`src/rtl/addr_gen_pkg.sv`:
```
// Shared types and constants for the strided address generator.
package addr_gen_pkg;

  typedef enum logic {
    IDLE = 1'b0,
    RUN  = 1'b1
  } state_e;

  localparam int unsigned DEFAULT_STRIDE = 4;

endpackage

```
`src/rtl/strided_addr_gen_if.sv`:
```
// Address stream from the generator to its consumer: valid/ready handshake plus last marker.
interface strided_addr_gen_if #(
  parameter int unsigned WIDTH = 16
);

  logic             addr_valid;
  logic             addr_ready;
  logic [WIDTH-1:0] addr_out;
  logic             last;

  modport master (
    output addr_valid,
    output addr_out,
    output last,
    input  addr_ready
  );

  modport slave (
    input  addr_valid,
    input  addr_out,
    input  last,
    output addr_ready
  );

endinterface

```
`src/rtl/en_reg.sv`:
```
// Generic enabled register with asynchronous active-low reset to zero.
module en_reg #(
  parameter int unsigned W = 8
) (
  input  logic         clk,
  input  logic         rst_n,
  input  logic         en,
  input  logic [W-1:0] d,
  output logic [W-1:0] q
);

  // Load d when enabled, clear on reset.
  always_ff @(posedge clk or negedge rst_n) begin
    if (!rst_n) begin
      q <= '0;
    end else if (en) begin
      q <= d;
    end
  end

endmodule

```
`src/rtl/loop_counter.sv`:
```
// Loop index with synchronous clear, increment and terminal-count flag against a limit.
module loop_counter #(
  parameter int unsigned CNT_W = 8
) (
  input  logic             clk,
  input  logic             rst_n,
  input  logic             clr,
  input  logic             inc,
  input  logic [CNT_W-1:0] limit,
  output logic             at_end_c
);

  logic [CNT_W-1:0] idx_q;

  // Index register; clear wins over increment.
  always_ff @(posedge clk or negedge rst_n) begin
    if (!rst_n) begin
      idx_q <= '0;
    end else if (clr) begin
      idx_q <= '0;
    end else if (inc) begin
      idx_q <= idx_q + CNT_W'(1);
    end
  end

  // Index sits on the final iteration of this loop.
  assign at_end_c = (idx_q == (limit - CNT_W'(1)));

endmodule

```
`src/rtl/strided_addr_gen.sv`:
```
// Two-level strided address generator: inner_count addresses per row, outer_count rows.
module strided_addr_gen
  import addr_gen_pkg::*;
#(
  parameter int unsigned WIDTH = 16,
  parameter int unsigned CNT_W = 8
) (
  input  logic                     clk,
  input  logic                     rst,
  input  logic                     start,
  input  logic                     clear,
  input  logic [WIDTH-1:0]         base_addr,
  input  logic [WIDTH-1:0]         inner_stride,
  input  logic [CNT_W-1:0]         inner_count,
  input  logic [WIDTH-1:0]         outer_stride,
  input  logic [CNT_W-1:0]         outer_count,
  output logic                     busy,
  output logic                     done,
  strided_addr_gen_if.master       addr_if
);

  state_e           state_q, state_d;
  logic             done_q, done_d;
  logic             run, hs, cnt_ok, cap, last_c;
  logic             inner_end, outer_end;
  logic             inner_clr, inner_inc, outer_clr, outer_inc;
  logic             addr_en, row_en;
  logic [WIDTH-1:0] addr_q, addr_d, row_base_q, row_base_d;
  logic [WIDTH-1:0] inner_stride_q, outer_stride_q;
  logic [CNT_W-1:0] inner_count_q, outer_count_q;

  assign run    = (state_q == RUN);
  assign hs     = run & addr_if.addr_ready;
  assign cnt_ok = (|inner_count) & (|outer_count);
  assign cap    = ~clear & (state_q == IDLE) & start & cnt_ok;
  assign last_c = run & inner_end & outer_end;

  // State and done pulse registers.
  always_ff @(posedge clk or negedge rst) begin
    if (!rst) begin
      state_q <= IDLE;
      done_q  <= 1'b0;
    end else begin
      state_q <= state_d;
      done_q  <= done_d;
    end
  end

  // Next state and done; clear aborts silently from either state.
  always_comb begin
    state_d = state_q;
    done_d  = 1'b0;
    if (clear) begin
      state_d = IDLE;
    end else begin
      case (state_q)
        IDLE: begin
          if (start) begin
            if (cnt_ok) state_d = RUN;
            else        done_d  = 1'b1;
          end
        end
        RUN: begin
          if (hs && last_c) begin
            state_d = IDLE;
            done_d  = 1'b1;
          end
        end
        default: state_d = IDLE;
      endcase
    end
  end

  // Loop-index control and address datapath selection.
  always_comb begin
    inner_clr  = cap | clear | (hs & inner_end);
    inner_inc  = hs & ~inner_end;
    outer_clr  = cap | clear | (hs & inner_end & outer_end);
    outer_inc  = hs & inner_end & ~outer_end;
    row_en     = cap | (~clear & outer_inc);
    row_base_d = cap ? base_addr : (row_base_q + outer_stride_q);
    addr_en    = cap | (~clear & hs & ~last_c);
    if (cap)            addr_d = base_addr;
    else if (inner_end) addr_d = row_base_q + outer_stride_q;
    else                addr_d = addr_q + inner_stride_q;
  end

  // Configuration captured only on an accepted start.
  en_reg #(.W(WIDTH)) u_inner_stride (.clk(clk), .rst_n(rst), .en(cap), .d(inner_stride), .q(inner_stride_q));
  en_reg #(.W(WIDTH)) u_outer_stride (.clk(clk), .rst_n(rst), .en(cap), .d(outer_stride), .q(outer_stride_q));
  en_reg #(.W(CNT_W)) u_inner_count  (.clk(clk), .rst_n(rst), .en(cap), .d(inner_count),  .q(inner_count_q));
  en_reg #(.W(CNT_W)) u_outer_count  (.clk(clk), .rst_n(rst), .en(cap), .d(outer_count),  .q(outer_count_q));

  // Current address and start-of-row address.
  en_reg #(.W(WIDTH)) u_addr     (.clk(clk), .rst_n(rst), .en(addr_en), .d(addr_d),     .q(addr_q));
  en_reg #(.W(WIDTH)) u_row_base (.clk(clk), .rst_n(rst), .en(row_en),  .d(row_base_d), .q(row_base_q));

  // Inner (within row) and outer (row) loop indices.
  loop_counter #(.CNT_W(CNT_W)) u_inner (
    .clk(clk), .rst_n(rst), .clr(inner_clr), .inc(inner_inc),
    .limit(inner_count_q), .at_end_c(inner_end)
  );

  loop_counter #(.CNT_W(CNT_W)) u_outer (
    .clk(clk), .rst_n(rst), .clr(outer_clr), .inc(outer_inc),
    .limit(outer_count_q), .at_end_c(outer_end)
  );

  assign busy               = run;
  assign done               = done_q;
  assign addr_if.addr_valid = run;
  assign addr_if.addr_out   = addr_q;
  assign addr_if.last       = last_c;

endmodule

```
`src/flat_wrapper.sv`:
```
// flat-port wrapper written by rule: the top's interface ports become plain ports
module strided_addr_gen_flat import addr_gen_pkg::*;
#(
  parameter int unsigned WIDTH = 16,
  parameter int unsigned CNT_W = 8
)
  (clk, rst, start, clear, base_addr, inner_stride, inner_count, outer_stride, outer_count, busy, done, addr_if_addr_valid, addr_if_addr_out, addr_if_last, addr_if_addr_ready);
  strided_addr_gen_if #(.WIDTH(WIDTH)) addr_if_i ();
  input  logic clk;
  input  logic rst;
  input  logic start;
  input  logic clear;
  input  logic [WIDTH-1:0] base_addr;
  input  logic [WIDTH-1:0] inner_stride;
  input  logic [CNT_W-1:0] inner_count;
  input  logic [WIDTH-1:0] outer_stride;
  input  logic [CNT_W-1:0] outer_count;
  output logic busy;
  output logic done;
  output wire logic [$bits(addr_if_i.addr_valid)-1:0] addr_if_addr_valid;
  output wire logic [$bits(addr_if_i.addr_out)-1:0] addr_if_addr_out;
  output wire logic [$bits(addr_if_i.last)-1:0] addr_if_last;
  input wire logic [$bits(addr_if_i.addr_ready)-1:0] addr_if_addr_ready;
  assign addr_if_addr_valid = addr_if_i.addr_valid;
  assign addr_if_addr_out = addr_if_i.addr_out;
  assign addr_if_last = addr_if_i.last;
  assign addr_if_i.addr_ready = addr_if_addr_ready;
  strided_addr_gen #(.WIDTH(WIDTH), .CNT_W(CNT_W)) u_core (.clk(clk), .rst(rst), .start(start), .clear(clear), .base_addr(base_addr), .inner_stride(inner_stride), .inner_count(inner_count), .outer_stride(outer_stride), .outer_count(outer_count), .busy(busy), .done(done), .addr_if(addr_if_i));
endmodule
```
`config.mk`:
```
export PLATFORM = sky130hd
export DESIGN_NAME = strided_addr_gen_flat
export DESIGN_NICKNAME = d
export VERILOG_FILES = /design/src/rtl/addr_gen_pkg.sv /design/src/rtl/strided_addr_gen_if.sv /design/src/rtl/en_reg.sv /design/src/rtl/loop_counter.sv /design/src/rtl/strided_addr_gen.sv /design/src/flat_wrapper.sv
export SDC_FILE = /design/constraint.sdc
export NUM_CORES = 1
export LEC_CHECK = 0
export ABC_AREA = 1
export BUFFER_PORTS_ARGS = -buffer_cell sky130_fd_sc_hd__buf_4
export CAP_MARGIN = 20
export CORE_MARGIN = 3
export CORE_UTILIZATION = 55
export DETAILED_ROUTE_END_ITERATION = 6
export PLACE_DENSITY = 0.76
export SYNTH_ARGS = -nofsm -noshare
export SYNTH_HDL_FRONTEND = slang
export SYNTH_SLANG_ARGS = --single-unit
```
`constraint.sdc`:
```
create_clock -name clk -period 2.3 [get_ports clk]
set_input_delay 0.345 -clock clk [delete_from_list [all_inputs] [get_ports clk]]
set_output_delay 0.345 -clock clk [all_outputs]
set_load 0.03 [all_outputs]
```
==> results.sh <==
export IMPL_hp_class="in -> reg"
export IMPL_drt_total_wl_um=18600
export IMPL_grt_busiest_layer="met2"
export IMPL_drc=0
export IMPL_clockPowerShare_pct=16.8
export IMPL_clk_latency_ps=360
export IMPL_setup_viol=0
export IMPL_critPathMaxStageDelay_ps=390
export IMPL_dr_pass1_iters=5
export IMPL_grt_ovfl_total=0
export IMPL_holdWs_ps=179
export IMPL_grtUsageMet1_pct=34.4
export IMPL_min_period_ps=2300
export IMPL_leakage_nw=4.88
export IMPL_gp_congestion=0.917
export IMPL_ir_worst_vdd_uv=510
export IMPL_drtIter0Drc=531
export IMPL_syn_area_um2=7170
export IMPL_area_growth_pct=20.2
export IMPL_synth_edf_count=0
export IMPL_antenna_left=0
export IMPL_arrival_ps=1950
export IMPL_drv_slew=0
export IMPL_synth_cell_types=33
export IMPL_dpl_cell_area_um2=8090
export IMPL_final_util_pct=68.0
export IMPL_power_net_switching_mw=4.19
export IMPL_cts_made_buffers=9
export IMPL_cts_tree="built"
export IMPL_maxCapViolCount=0
export IMPL_p_per_area_nw_per_um2=1060
export IMPL_root_buffer="clkbuf_16"
export IMPL_antenna_found_initial=0
export IMPL_coreArea_um2=12700
export IMPL_path_clk_slew_ps=70
export IMPL_worstMarginPinSlew_ps=832
export IMPL_cp_start_kind="register"
export IMPL_final_common_cell="nand2_1"
export IMPL_yosysWarnings=0
export IMPL_cp_slowest_cell="dfrtp_1"
export IMPL_vias=7164
export IMPL_r2r_slack_ps=110
export IMPL_rr_endpoint="u_core.u_addr.q[14]"
export IMPL_final_area_um2=8620
export IMPL_synth_flop_cell="dfrtp_1"
export IMPL_period_share_pct=100
export IMPL_num_antenna_cells=0
export IMPL_dieHeight_um=120
export IMPL_skew_ps=7.02
export IMPL_synth_nets=1212
export IMPL_holdPathEnd="u_core.u_inner_stride.q[5]"
export IMPL_final_cell_mix="nand2_1, inv_1, buf_4"
export IMPL_ys_seq_area_share_pct=34.2
export IMPL_reg2reg_depth=16
export IMPL_hold_viol=0
export IMPL_crit_path_end_kind="primary output"
export IMPL_clock_sinks=98
export IMPL_reg2reg_from="u_core.u_outer_count.q[0]"
export IMPL_crit_start="u_core.u_outer_count.q[0]"
export IMPL_worstPathCellList="inv_2 -> ha_4 -> inv_2 -> nand2_2 -> nand2_1 -> nand2_1 -> nor2_1 -> nand3_1 -> nor2_1 -> nand3_2 -> nor2_4 -> buf_6"
export IMPL_gr_usage_met2_pct=42.8
export IMPL_nets=1317
export IMPL_grt_pass1_wl_um=30400
export IMPL_crit_family="simple AND/OR/NAND/NOR gates"
export IMPL_max_freq_ghz=0.435
export IMPL_rsz0062_at_grt="true"
export IMPL_num_rows=41
export IMPL_groute_usage_overall_pct=26.0
export IMPL_cts_htree_levels=3
export IMPL_switching_share_pct=45.9
export IMPL_hold_start="inner_stride[5]"
export IMPL_netlist_instances=1107
export IMPL_num_io_pins=89
export IMPL_grtUsageMet3_pct=5.61
export IMPL_pwr_share_seq_pct=27.8
export IMPL_avgSynthCellArea_um2=6.48
export IMPL_hpwl_um=13800
export IMPL_synthArstFlopShare_pct=100
export IMPL_drive_gt1_share_pct=14.5
export IMPL_vias_per_cell=5.16
export IMPL_portBuffers=88
export IMPL_grt_max_degree=91
export IMPL_cts_path_max_buffers=2
export IMPL_cp_required_ps=1960
export IMPL_p_int_mw=4.93
export IMPL_crit_type="reg -> out"
export IMPL_status="finished clean"
export IMPL_min_path_cells=3
export IMPL_cp_buffers_inverters=3
export IMPL_grt_pass1_vias=6758
export IMPL_path_max_fanout=2
export IMPL_wl_per_cell_um=13.4
export IMPL_die_w_um=120
export IMPL_ys_ff_latch=98
export IMPL_p_comb_share_pct=55.4
export IMPL_slew_limit_headroom_pct=44.5
export IMPL_initial_core_util_pct=56.6
export IMPL_die_area_um2=14400
## cell type report
| type | count | area (µm²) |
|---|---|---|
| multi-input cells | 845 | 4180 |
| fillers | 1109 | 4050 |
| flip-flops and latches | 98 | 2450 |
| repair buffers | 122 | 967 |
| inverters | 136 | 510 |
| clock buffers | 10 | 229 |
| well taps | 172 | 215 |
| clock inverters | 6 | 67.6 |
## worst reg2reg max path, stage by stage (launching register included)
cell and delay [ps]:
dfrtp_1 390, inv_2 90, ha_4 210, inv_2 50, nand2_2 30, nand2_1 50
nand2_1 50, nor2_1 80, nand3_1 100, nor2_1 160, nand3_2 130, buf_4 190
o21ai_4 140, buf_12 140, clkbuf_4 170, nand3_1 80, nand2_1 80
## what timing repair did
| item | CTS | global route |
|---|---|---|
| setup buffers | 6 | 7 |
| gates cloned | 0 | 2 |
| hold buffers | 1 | 0 |
| setup endpoints to repair | 1 | 33 |
| pin swaps | 5 | 7 |
| hold endpoints to repair | 28 | 0 |
| gates resized for setup | 10 | 22 |
## cells in the mapped netlist, types with 9 or more instances
library cell  count  area share [%]
clkbuf_1         15            0.79
nor2_1           58             3.0
nor3_1            9            0.63
ha_1             34             5.9
dfrtp_1          98              34
nand2_1         490              26
a21oi_1          20             1.4
xnor2_1          17             2.1
xor2_1           11             1.3
nand4_1          22             1.9
o21ai_0          38             2.7
inv_1           131             6.9
nand3_1         110             7.7
## cells by family (layout without fill, tap and decap cells)
group                      after synthesis  after routing  synth area share (%)
AOI/OAI and AO/OA                       65             65                  4.82
xor gates and xnor gates                28             28                  3.42
adders and majority gates               36             36                  6.49
buffers and inverters                  165            274                  9.00
DFF                                     98             98                  34.2
and+or+nand+nor                        715            716                  42.1
## how the worst max path moves through the flow
stage | end | slack, ps | cells after the start
after floorplan | addr_if_last | 20 | 12
after global placement | u_core.u_inner.idx_q[3] | 5 | 9
after detailed placement | u_core.u_inner.idx_q[3] | 0.3 | 9
after CTS | addr_if_last | -40 | 12
after global routing | addr_if_last | -150 | 12
final | addr_if_last | 1 | 12
## state kept, by name, summed over array words and instances, names as in the netlist, 8 cells and up
| signal | count |
|---|---|
| u_core.u_addr.q | 16 |
| u_core.u_inner.idx_q | 8 |
| u_core.u_inner_count.q | 8 |
| u_core.u_inner_stride.q | 16 |
| u_core.u_outer.idx_q | 8 |
| u_core.u_outer_count.q | 8 |
| u_core.u_outer_stride.q | 16 |
| u_core.u_row_base.q | 16 |
## per-layer routing
metal | vias to the layer above | part of all wire, %
li1 | 3684 | -
met1 | 3242 | 45
met2 | 207 | 47
met3 | 31 | 6.1
met4 | 0 | 2.2
met5 | - | 0
## metrics by stage
stage | std cells | setup WS, ps | setup TNS [ps] | power [mW]
5_1_grt | 1389 | -148 | -503 | 9.94
6_report | 1389 | 0.998 | 0 | 9.12
3_3_place_gp | 1357 | 4.85 | 0 | 7.33
4_1_cts | 1380 | -39.1 | -39.1 | 9.05
2_1_floorplan | 1107 | 19.7 | 0 | 6.07
3_5_place_dp | 1357 | 0.333 | 0 | 7.42
## power by group through the flow
| stage | sequential [mW] | combinational (mW) | clock (mW) |
|---|---|---|---|
| final | 2.54 | 5.05 | 1.53 |
| after global routing | 2.58 | 5.72 | 1.65 |
| after CTS | 2.53 | 4.95 | 1.57 |
| after detailed placement | 2.56 | 4.86 | 0 |
| after global placement | 2.56 | 4.78 | 0 |
| after floorplan | 2.71 | 3.36 | 0 |
Note: power is estimated with default switching activity, not from simulation.
